--- src/rtl/norflash_pkg.sv ---
// Shared definitions for the APB-to-NOR-flash bridge: command codes,
// register word offsets, request FSM states and default widths.
package norflash_pkg;

  localparam int ASIZE_DEF = 22;
  localparam int DSIZE_DEF = 8;

  localparam logic [2:0] CMD_READ         = 3'd0;
  localparam logic [2:0] CMD_PROGRAM      = 3'd1;
  localparam logic [2:0] CMD_SECTOR_ERASE = 3'd2;
  localparam logic [2:0] CMD_CHIP_ERASE   = 3'd3;

  // Word offsets, i.e. paddr[4:2]
  localparam logic [2:0] OFF_ADDR   = 3'd0;
  localparam logic [2:0] OFF_WDATA  = 3'd1;
  localparam logic [2:0] OFF_CMD    = 3'd2;
  localparam logic [2:0] OFF_STATUS = 3'd3;
  localparam logic [2:0] OFF_RDATA  = 3'd4;

  typedef enum logic {
    IDLE = 1'b0,
    REQ  = 1'b1
  } req_state_t;

  function automatic logic cmd_reserved(input logic [2:0] cmd);
    return !(cmd inside {CMD_READ, CMD_PROGRAM, CMD_SECTOR_ERASE, CMD_CHIP_ERASE});
  endfunction

endpackage

--- src/rtl/norflash_req_fsm.sv ---
// Request/acknowledge handshake toward norflash_ctrl with a request-time
// watchdog; done and timeout are single-cycle pulses in the final REQ cycle.
module norflash_req_fsm
  import norflash_pkg::*;
#(
  parameter logic [23:0] TIMEOUT = 24'hFFFFFF
) (
  input  logic i_clk,
  input  logic i_rst,
  input  logic i_start,
  input  logic i_ack,
  output logic o_req,
  output logic o_done,
  output logic o_timeout
);

  req_state_t  r_state;
  req_state_t  w_next;
  logic [23:0] r_cnt;
  logic        w_expire;

  // A TIMEOUT of zero never expires
  assign w_expire = (TIMEOUT != 24'd0) && (r_cnt == TIMEOUT - 24'd1);

  always_ff @(posedge i_clk) begin
    if (i_rst) r_state <= IDLE;
    else       r_state <= w_next;
  end

  always_ff @(posedge i_clk) begin
    if (i_rst || r_state == IDLE) r_cnt <= '0;
    else                          r_cnt <= r_cnt + 24'd1;
  end

  // Ack takes priority over an expiry in the same cycle
  always_comb begin
    w_next    = r_state;
    o_req     = (r_state == REQ);
    o_done    = 1'b0;
    o_timeout = 1'b0;
    case (r_state)
      IDLE: if (i_start) w_next = REQ;
      REQ: begin
        if (i_ack) begin
          o_done = 1'b1;
          w_next = IDLE;
        end else if (w_expire) begin
          o_timeout = 1'b1;
          w_next    = IDLE;
        end
      end
      default: w_next = IDLE;
    endcase
  end

endmodule

--- src/rtl/apb_norflash_bridge.sv ---
// APB3 register front-end for norflash_ctrl: software loads address, data
// and command, the bridge runs one request and reports done/err status.
module apb_norflash_bridge
  import norflash_pkg::*;
#(
  parameter int          ASIZE   = ASIZE_DEF,
  parameter int          DSIZE   = DSIZE_DEF,
  parameter logic [23:0] TIMEOUT = 24'hFFFFFF
) (
  input  logic             sys_clk,
  input  logic             sys_rst,
  input  logic             psel,
  input  logic             penable,
  input  logic             pwrite,
  input  logic [4:0]       paddr,
  input  logic [31:0]      pwdata,
  output logic [31:0]      prdata,
  output logic             pready,
  output logic             pslverr,
  output logic [2:0]       sys_cmd_o,
  output logic             flash_req_o,
  input  logic             flash_ack_i,
  output logic [ASIZE-1:0] sys_rd_addr_o,
  output logic [ASIZE-1:0] sys_wr_addr_o,
  output logic [DSIZE-1:0] sys_wr_data_o,
  input  logic [DSIZE-1:0] sys_data_i,
  output logic             irq_o
);

  logic [ASIZE-1:0] r_addr;
  logic [DSIZE-1:0] r_wdata;
  logic [DSIZE-1:0] r_rdata;
  logic [2:0]       r_cmd;
  logic             r_done, r_err, r_ie;
  logic [2:0]       w_off;
  logic             w_access, w_busy, w_err, w_wr_en, w_start;
  logic             w_done_pulse, w_to_pulse;
  logic             w_unused;

  assign w_off    = paddr[4:2];
  assign w_access = psel & penable;
  assign w_unused = ^{pwdata, paddr[1:0]};

  // RDATA reads stall until the pending operation has finished
  assign pready = ~(w_access & ~pwrite & (w_off == OFF_RDATA) & w_busy);

  always_comb begin
    w_err = 1'b0;
    if (w_access) begin
      if (w_off > OFF_RDATA) begin
        w_err = 1'b1;
      end else if (pwrite) begin
        case (w_off)
          OFF_ADDR, OFF_WDATA: w_err = w_busy;
          OFF_CMD:             w_err = w_busy | cmd_reserved(pwdata[2:0]);
          default:             w_err = 1'b0;
        endcase
      end
    end
  end

  assign pslverr = w_err;
  assign w_wr_en = w_access & pwrite & pready & ~w_err;
  assign w_start = w_wr_en & (w_off == OFF_CMD);

  norflash_req_fsm #(.TIMEOUT(TIMEOUT)) u_fsm (
    .i_clk     (sys_clk),
    .i_rst     (sys_rst),
    .i_start   (w_start),
    .i_ack     (flash_ack_i),
    .o_req     (w_busy),
    .o_done    (w_done_pulse),
    .o_timeout (w_to_pulse)
  );

  always_ff @(posedge sys_clk) begin
    if (sys_rst) begin
      r_addr  <= '0;
      r_wdata <= '0;
      r_cmd   <= '0;
      r_rdata <= '0;
      r_ie    <= 1'b0;
    end else begin
      if (w_wr_en && w_off == OFF_ADDR)   r_addr  <= pwdata[ASIZE-1:0];
      if (w_wr_en && w_off == OFF_WDATA)  r_wdata <= pwdata[DSIZE-1:0];
      if (w_wr_en && w_off == OFF_STATUS) r_ie    <= pwdata[3];
      if (w_start)                        r_cmd   <= pwdata[2:0];
      if (w_done_pulse && r_cmd == CMD_READ) r_rdata <= sys_data_i;
    end
  end

  // Hardware set beats a simultaneous W1C; a new command clears both flags
  always_ff @(posedge sys_clk) begin
    if (sys_rst) begin
      r_done <= 1'b0;
      r_err  <= 1'b0;
    end else begin
      if (w_done_pulse)                                         r_done <= 1'b1;
      else if (w_start)                                         r_done <= 1'b0;
      else if (w_wr_en && w_off == OFF_STATUS && pwdata[1])     r_done <= 1'b0;
      if (w_to_pulse)                                           r_err  <= 1'b1;
      else if (w_start)                                         r_err  <= 1'b0;
      else if (w_wr_en && w_off == OFF_STATUS && pwdata[2])     r_err  <= 1'b0;
    end
  end

  always_comb begin
    prdata = '0;
    if (w_access && !pwrite) begin
      case (w_off)
        OFF_ADDR:   prdata = 32'(r_addr);
        OFF_WDATA:  prdata = 32'(r_wdata);
        OFF_STATUS: prdata = {28'd0, r_ie, r_err, r_done, w_busy};
        OFF_RDATA:  prdata = 32'(r_rdata);
        default:    prdata = '0;
      endcase
    end
  end

  assign flash_req_o   = w_busy;
  assign sys_cmd_o     = r_cmd;
  assign sys_rd_addr_o = r_addr;
  assign sys_wr_addr_o = r_addr;
  assign sys_wr_data_o = r_wdata;
  assign irq_o         = (r_done & r_ie) | (r_err & r_ie);

endmodule

--- config.mk ---
export PLATFORM = sky130hd
export DESIGN_NAME = apb_norflash_bridge
export DESIGN_NICKNAME = d
export VERILOG_FILES = /design/src/rtl/norflash_pkg.sv /design/src/rtl/norflash_req_fsm.sv /design/src/rtl/apb_norflash_bridge.sv
export SDC_FILE = /design/constraint.sdc
export NUM_CORES = 1
export LEC_CHECK = 0
export ABC_AREA = 1
export BUFFER_PORTS_ARGS = -buffer_cell sky130_fd_sc_hd__buf_2
export CAP_MARGIN = 40
export CORE_MARGIN = 2
export CORE_UTILIZATION = 50
export CTS_CLUSTER_SIZE = 12
export DETAILED_ROUTE_END_ITERATION = 8
export GPL_TIMING_DRIVEN = 0
export PLACE_DENSITY = 0.82
export SKIP_CTS_REPAIR_TIMING = 1
export SYNTH_ARGS = -nofsm -noshare
export SYNTH_HDL_FRONTEND = slang
export SYNTH_SLANG_ARGS = --single-unit
--- constraint.sdc ---
create_clock -name sys_clk -period 2.9 [get_ports sys_clk]
set_input_delay 0.58 -clock sys_clk [delete_from_list [all_inputs] [get_ports sys_clk]]
set_output_delay 0.58 -clock sys_clk [all_outputs]
set_load 0.02 [all_outputs]
# ---- Yosys cells after proc, flatten, opt, wreduce, memory -nomap -nowiden
# Cells that the tools add are included.
dict set report op_classes {
  eq_ne 8
  bitwise_logic 16
  order_cmp 1
  mux 21
  reduce_logical 17
  addsub 1
}
# op n
set op_table {}
lappend op_table {{22-bit one-hot mux with 4 select lines} 1}
lappend op_table {{24-bit by 1-bit adder with 24-bit output, second input constant} 1}
lappend op_table {{24-bit == test, second input constant} 1}
lappend op_table {{22-bit 2-to-1 mux} 1}
lappend op_table {{1-bit 2-to-1 mux} 17}
lappend op_table {{3-bit by 2-bit == test with 1-bit output, second input constant} 4}
lappend op_table {{1-bit bitwise AND} 10}
lappend op_table {{3-bit logical NOT} 3}
lappend op_table {{1-bit logical AND} 7}
lappend op_table {{3-bit by 1-bit == test with 1-bit output, second input constant} 2}
lappend op_table {{3-bit nonzero test} 2}
lappend op_table {{1-bit inverter} 4}
lappend op_table {{1-bit one-hot mux with 2 select lines} 2}
lappend op_table {{4-bit nonzero test} 1}
lappend op_table {{3-bit == test, second input constant} 1}
lappend op_table {{3-bit greater-than comparator, second input constant} 1}
lappend op_table {{1-bit logical NOT} 2}
lappend op_table {{1-bit OR} 2}
lappend op_table {{2-bit OR reduction} 1}
lappend op_table {{1-bit logical OR} 1}
dict set report totals {
  out_inout_bits 91
  wordCells 73
  input_bits 51
  regBits 69
}

# ---- Longest topological paths before layout
# Gate-level depths: netlist of run 1.
dict set report depth {
  ltp_word 15
  ltp_mapped 9
  depth_no_buf 9
}

# ---- By module
# Synthesis of run 1 repeated with hierarchy kept, for this count alone.
dict set report unflattened {
  hier_cells 519
  hier_area_um2 3853.7
}
# mod cells_each seq_area_each_um2 area_each_um2 n_inst
set by_module_without_submodules {}
lappend by_module_without_submodules {apb_norflash_bridge 314 880.8 2481.1 1}
lappend by_module_without_submodules {norflash_req_fsm 205 500.5 1372.6 1}

# ---- Worst setup path before layout of run 1
# No wires, ideal clock.
dict set report synth_timing {
  path_type {input to output}
  start {in psel}
  end {out prdata[11]}
  stages 5
  arrival_time_ps 1689
  path_slack_ps 631
  n_path_buf 1
  cell_sequence {nand2_1 > nor2_1 > clkinv_1 > clkbuf_1 > nor2_1}
}
dict set report synth_via {
  elab_chain_len 3
}
# element line
set synth_rtl {}
lappend synth_rtl {{start: declaration} apb_norflash_bridge.sv:12} ;# input logic psel,
lappend synth_rtl {{1-bit bitwise AND} apb_norflash_bridge.sv:41} ;# assign w_access = psel & penable;
lappend synth_rtl {{1-bit logical AND} apb_norflash_bridge.sv:109} ;# if (w_access && !pwrite) begin
lappend synth_rtl {{22-bit 2-to-1 mux} apb_norflash_bridge.sv:109}
lappend synth_rtl {{end: declaration} apb_norflash_bridge.sv:17} ;# output logic [31:0] prdata,
# No other way between the ends.

# ---- Final worst setup path of run 1
dict set report layout_timing {
  start {in psel}
  end {out prdata[13]}
}
# The elaborated chain is that of the path after synthesis.

==> results.toml, run 1 <==
[status]
status = "complete, no violations"

[sta]
rsz0062_at_grt = "no"
slew_headroom = 0.652
drv_slew = 0
fin_crit_sh = 0.935
fmax_mhz = 369
hold_viol_final = 0
holdWs_ps = 467
tns_ps = 0
fin_crit_ps = 2710
finClkSkew_ps = 6.49
setup_viol = 0
tightest_slew_ps = 518

[pwr]
irDropWorstVdd_mv = 0.340
p_total_mw = 1.88
leakagePower_nw = 1.95
power_density_nw_per_um2 = 418

[clocking]
clkTransAtPathRegs_ps = 80
cts_tree = "yes"
cts_root_buf = "clkbuf_8"
worstSkewPairLatency_ps = 330
cts-buffers-inserted = 9
cts.sinks = 69
htree_levels = 3
clk_path_buf_depth = 2

[global_route]
grt_pass1_vias = 3497
gr-usage-all-layers = 0.262
grt-ovfl-total = 0
grt_max_degree = 13
grt_pass1_wl_mm = 16.0
antenna_found_initial = 0

[die]
rows = 30
coreArea_um2 = 6830
die_area_um2 = 7810
die_w_um = 88.4
start_util = 0.521
die_h_um = 88.4
ioPinCount = 142

[detailed_routing]
via_per_inst = 5.26
route.detailed.drc = 0
drt-total-wl_mm = 10.1
vias = 4006
drtPass1Iterations = 5
ant_nets = 0
wl_per_cell_um = 13.3
drt_iter0_markers = 254

[critical_path]
path_delay_family = "buffers and inverters"
worst_setup_path_start_kind = "input pin"
critPathLaunch = "psel"
r2r_start = "u_fsm.o_req"
rrSetupSlack_ps = 1110
critical_path_buf_inv_count = 4
path_max_fanout = 10
crit_chain = "buf_2, nand2_1, nor2_2, clkinv_1, clkbuf_1, nor2_1, buf_2"
crit_top_cell = "buf_2"
crit_arrival_ps = 2130
cp.depth = 7
cp-end-kind = "output port"
reg2reg_depth = 5
crit_path_end = "prdata[13]"
path_class = "input pin to output port"
slowest_delay_ps = 340
worstPathRequired_ps = 2320
timing.rr.end = "u_fsm.r_cnt[22]"
worst_path_max_delay_cell = "clkinv_1"

[synth]
synth_edf_count = 0
synth-seq-cells = 69
synth_top_area_frac = 0.388
yosysMostFrequentCell = "nand2_1"
ys.flop_type = "dfxtp_1"
ys_types = 27
ys_seq_area_frac = 0.388
synth_largest_area_cell = "dfxtp_1"
synth_area_leaders = "dfxtp_1 39%, nand2_1 14%, a21oi_1 8.2%"
synth_cells = 522
synth_commonest_cells = "136 x nand2_1, 69 x dfxtp_1, 60 x nor2_1, 58 x a21oi_1, 43 x nand4_1"
syn_area_per_cell_um2 = 6.82
synthArstFlopShare = 0
synth_warnings = 0
netlist_area_um2 = 3560

[placement]
portBuffers = 118
place_hpwl_mm = 7.84
place.gp.congestion = 0.959

[layout]
fin_nets = 713
drive_above_1_share = 0.269
final_util = 0.660
fillers = 657
antennaDiodeCount = 0
area_growth_pct = 26.6

[hold_path]
hp-class = "flop to flop"

[flow_run]
cap_viol_max_count = 0
==> cells by family after synthesis <==
logic type / Yosys count / synth area share
AO/OA/AOI/OAI: 77 / 0.115
adder cells (fa/ha/maj): 2 / 0.00703
other: 1 / 0.00105
flip-flops: 69 / 0.388
XOR/XNOR: 6 / 0.0148
AND/OR/NAND/NOR: 272 / 0.334
buffers and inverters: 95 / 0.140
==> flip-flops by register name (all words and copies together) (netlist names) <==
register and flops:
r_rdata 8, r_done 1, sys_cmd_o 3, sys_rd_addr_o 22
r_err 1, u_fsm.o_req 1, u_fsm.r_cnt 24, r_ie 1
sys_wr_data_o 8
==> area by class of cell <==
cell class / instances / area (um2) / area share
multi-input combinational: 367 / 1720 / 0.381
sequential: 69 / 1380 / 0.306
timing repair buffer: 118 / 591 / 0.131
buffer: 54 / 344 / 0.0763
inverter: 41 / 154 / 0.0341
clock buffer: 10 / 138 / 0.0305
tap: 96 / 120 / 0.0267
clock inverter: 6 / 62.6 / 0.0139
==> worst register-to-register path, stage by stage (launching register included) <==
cell and delay (ps):
dfxtp_1 430, inv_1 100, nor2_1 340, clkinv_1 400, buf_2 320, a21oi_1 140
==> how the worst min path moves through the flow <==
stage / from / end / slack [ps] / cells after the start
final: sys_cmd_o[2] / sys_cmd_o[2] / 470 / 2
after global routing: sys_data_i[2] / r_rdata[2] / 490 / 3
after CTS: sys_cmd_o[2] / sys_cmd_o[2] / 460 / 2
after detailed placement: sys_cmd_o[2] / sys_cmd_o[2] / 450 / 2
after global placement: sys_cmd_o[2] / sys_cmd_o[2] / 450 / 2
after floorplan: r_ie / r_ie / 440 / 2
==> through the flow <==
stage / std cells / area [um2] / setup slack [ps]
finish: 761 / 4510 / 190
global route: 761 / 4510 / 76.0
detailed placement: 745 / 4300 / 8.82
global placement: 745 / 4300 / 21.8
CTS: 761 / 4500 / 1.65
floorplan: 531 / 3590 / 631
==> cell usage in the layout (no fill, tap or decap), types with 9 or more instances in the layout <==
master and count:
dfxtp_1 69, conb_1 10, clkbuf_8 10, nand3_1 18, clkbuf_1 12, nor3_1 9, nand4_1 43, buf_2 123
buf_4 36, inv_1 37, nor2_1 59, a21oi_1 58, nand2_1 136, o21ai_0 11
==> report_power, final <==
part	internal [mW]	switching, mW	total, mW
Clock	0.417	0.373	0.791
Combinational	0.0481	0.0929	0.141
Sequential	0.949	0.00269	0.952
==> layer usage <==
metal | vias up | GRT usage | wire (um)
met1 | 1821 | 0.348 | 4200
met5 | - | 0 | 0
li1 | 1969 | - | -
met2 | 196 | 0.437 | 4770
met3 | 20 | 0.0345 | 940
met4 | 0 | 0.0964 | 191
(Power assumes the default switching activity.)
==> run 2: changes to the inputs <==
--- a/config.mk
+++ b/config.mk
@@ -14,6 +14,7 @@
 export DETAILED_ROUTE_END_ITERATION = 8
 export GPL_TIMING_DRIVEN = 0
 export PLACE_DENSITY = 0.82
+export SETUP_SLACK_MARGIN = 0.4
 export SKIP_CTS_REPAIR_TIMING = 1
 export SYNTH_ARGS = -nofsm -noshare
 export SYNTH_HDL_FRONTEND = slang
==> run 2 against run 1 <==
Worst setup slack improved by 330 ps. Total power rose by 0.72%. Non-clock buffer count rose by 5. Maximum frequency rose by 14%. Largest power group unchanged.
==> results.toml, run 2 (synthesis gave the netlist of run 1 again) <==
[detailed_routing]
drt-total-wl_mm = 10.2
wl_per_cell_um = 13.3
drt_iter0_markers = 305
vias = 3976
ant_nets = 0
drtPass1Iterations = 6
route.detailed.drc = 0
via_per_inst = 5.19

[pwr]
irDropWorstVdd_mv = 0.340
p_sw_mw = 0.478
power_density_nw_per_um2 = 415
p_total_mw = 1.90
seq_power_share = 0.502
leakagePower_nw = 1.98
internal_power_mw = 1.42
switching_share = 0.252
pwr-share-clk = 0.420
pwr-share-comb = 0.078

[sta]
drv_slew = 0
tns_ps = 0
rsz0062_at_grt = "no"
tightest_slew_ps = 531
finClkSkew_ps = 11.6
hold_viol_final = 0
slew_headroom = 0.646
fmax_mhz = 419
setup_viol = 0
fin_crit_sh = 0.822
fin_crit_ps = 2380

[layout]
fin_nets = 718
regMostFlops = "u_fsm.r_cnt"
largest_reg_flops = 24
drive_above_1_share = 0.281
final_common_cell = "nand2_1"
area_growth_pct = 28.4
antennaDiodeCount = 0
fillers = 645
final_cell_mix = "136 x nand2_1, 122 x buf_2, 69 x dfxtp_1"

[critical_path]
crit_arrival_ps = 1800
critPathLaunch = "paddr[2]"
cp-end-kind = "output port"
path_max_fanout = 10
worst_setup_path_start_kind = "input pin"
path_class = "input pin to output port"
r2r_start = "u_fsm.o_req"
worstPathRequired_ps = 2320

[clocking]
worstSkewPairLatency_ps = 340
htree_levels = 3
cts_tree = "yes"
cts-buffers-inserted = 9
cts_root_buf = "clkbuf_8"
clk_path_buf_depth = 2
clkTransAtPathRegs_ps = 80
cts.sinks = 69

[global_route]
grt-ovfl-total = 0
grt_pass1_wl_mm = 16.0
gr-usage-all-layers = 0.262
grt_pass1_vias = 3497
grt_max_degree = 13
antenna_found_initial = 0

[flow_run]
cap_viol_max_count = 0

[hold_path]
min_from = "sys_cmd_o[2]"
hp-class = "flop to flop"

[placement]
portBuffers = 118
place_hpwl_mm = 7.84
place.gp.congestion = 0.959

[die]
start_util = 0.521
ioPinCount = 142
coreArea_um2 = 6830
die_area_um2 = 7810
die_h_um = 88.4
die_w_um = 88.4
rows = 30

[status]
status = "complete, no violations"
## run 2: changes by cell type in the layout (fill, tap and decap cells not counted), sizes merged
cell / previous run / this run
clkinvlp: 3 / 5
buf: 160 / 165
clkinv: 6 / 4
## run 2: worst paths after layout
path                      to  cells past startpoint  slack (ps)
min             sys_cmd_o[2]                      2         470
max                prdata[5]                     10         520
min reg2reg     sys_cmd_o[2]                      2         470
max reg2reg  u_fsm.r_cnt[22]                      5        1090
## run 2: final cells by class
cell class                      instances  area (um2)  share of cell area
Clock inverter                          6        62.6              0.0137
Sequential cell                        69        1380               0.302
Tap cell                               96         120              0.0263
Inverter                               41         161              0.0353
Buffer                                 54         352              0.0769
Multi-Input combinational cell        367        1730               0.378
Timing Repair Buffer                  123         628               0.137
Clock buffer                           10         138              0.0301
## run 2: stage by stage
stage | worst slack (ps) | hold WS [ps] | util | std cells | area [um2]
5_1_grt | 395 | 486 | 0.669 | 766 | 4570
6_report | 516 | 466 | 0.669 | 766 | 4570
3_5_place_dp | 8.82 | 453 | 0.630 | 745 | 4300
2_1_floorplan | 631 | 439 | - | 531 | 3590
3_3_place_gp | 21.8 | 449 | 0.630 | 745 | 4300
4_1_cts | 1.65 | 465 | 0.659 | 761 | 4500
## run 2: critical path, cell delays in order
cell and delay (ps):
buf_2 130, nor2_1 190, inv_1 100, nor2_4 200
buf_4 200, nand2_1 90, nand3_1 90, nand2_1 50
inv_1 40, buf_2 150
## run 2: power by group through the flow
| stage | Clock, mW | Sequential, mW | Combinational (mW) |
|---|---|---|---|
| 2_1_floorplan | 0 | 0.977 | 0.0801 |
| 3_3_place_gp | 0 | 0.974 | 0.136 |
| 3_5_place_dp | 0 | 0.974 | 0.138 |
| 4_1_cts | 0.804 | 0.952 | 0.138 |
| 5_1_grt | 0.854 | 0.952 | 0.161 |
| 6_report | 0.797 | 0.952 | 0.149 |
## run 2: per-layer routing
layer | routed length (um) | global-route usage | up-vias
met5 | 0 | 0 | -
met4 | 189 | 0.0964 | 0
met3 | 914 | 0.0345 | 19
met2 | 4750 | 0.437 | 190
met1 | 4340 | 0.348 | 1792
li1 | - | - | 1975
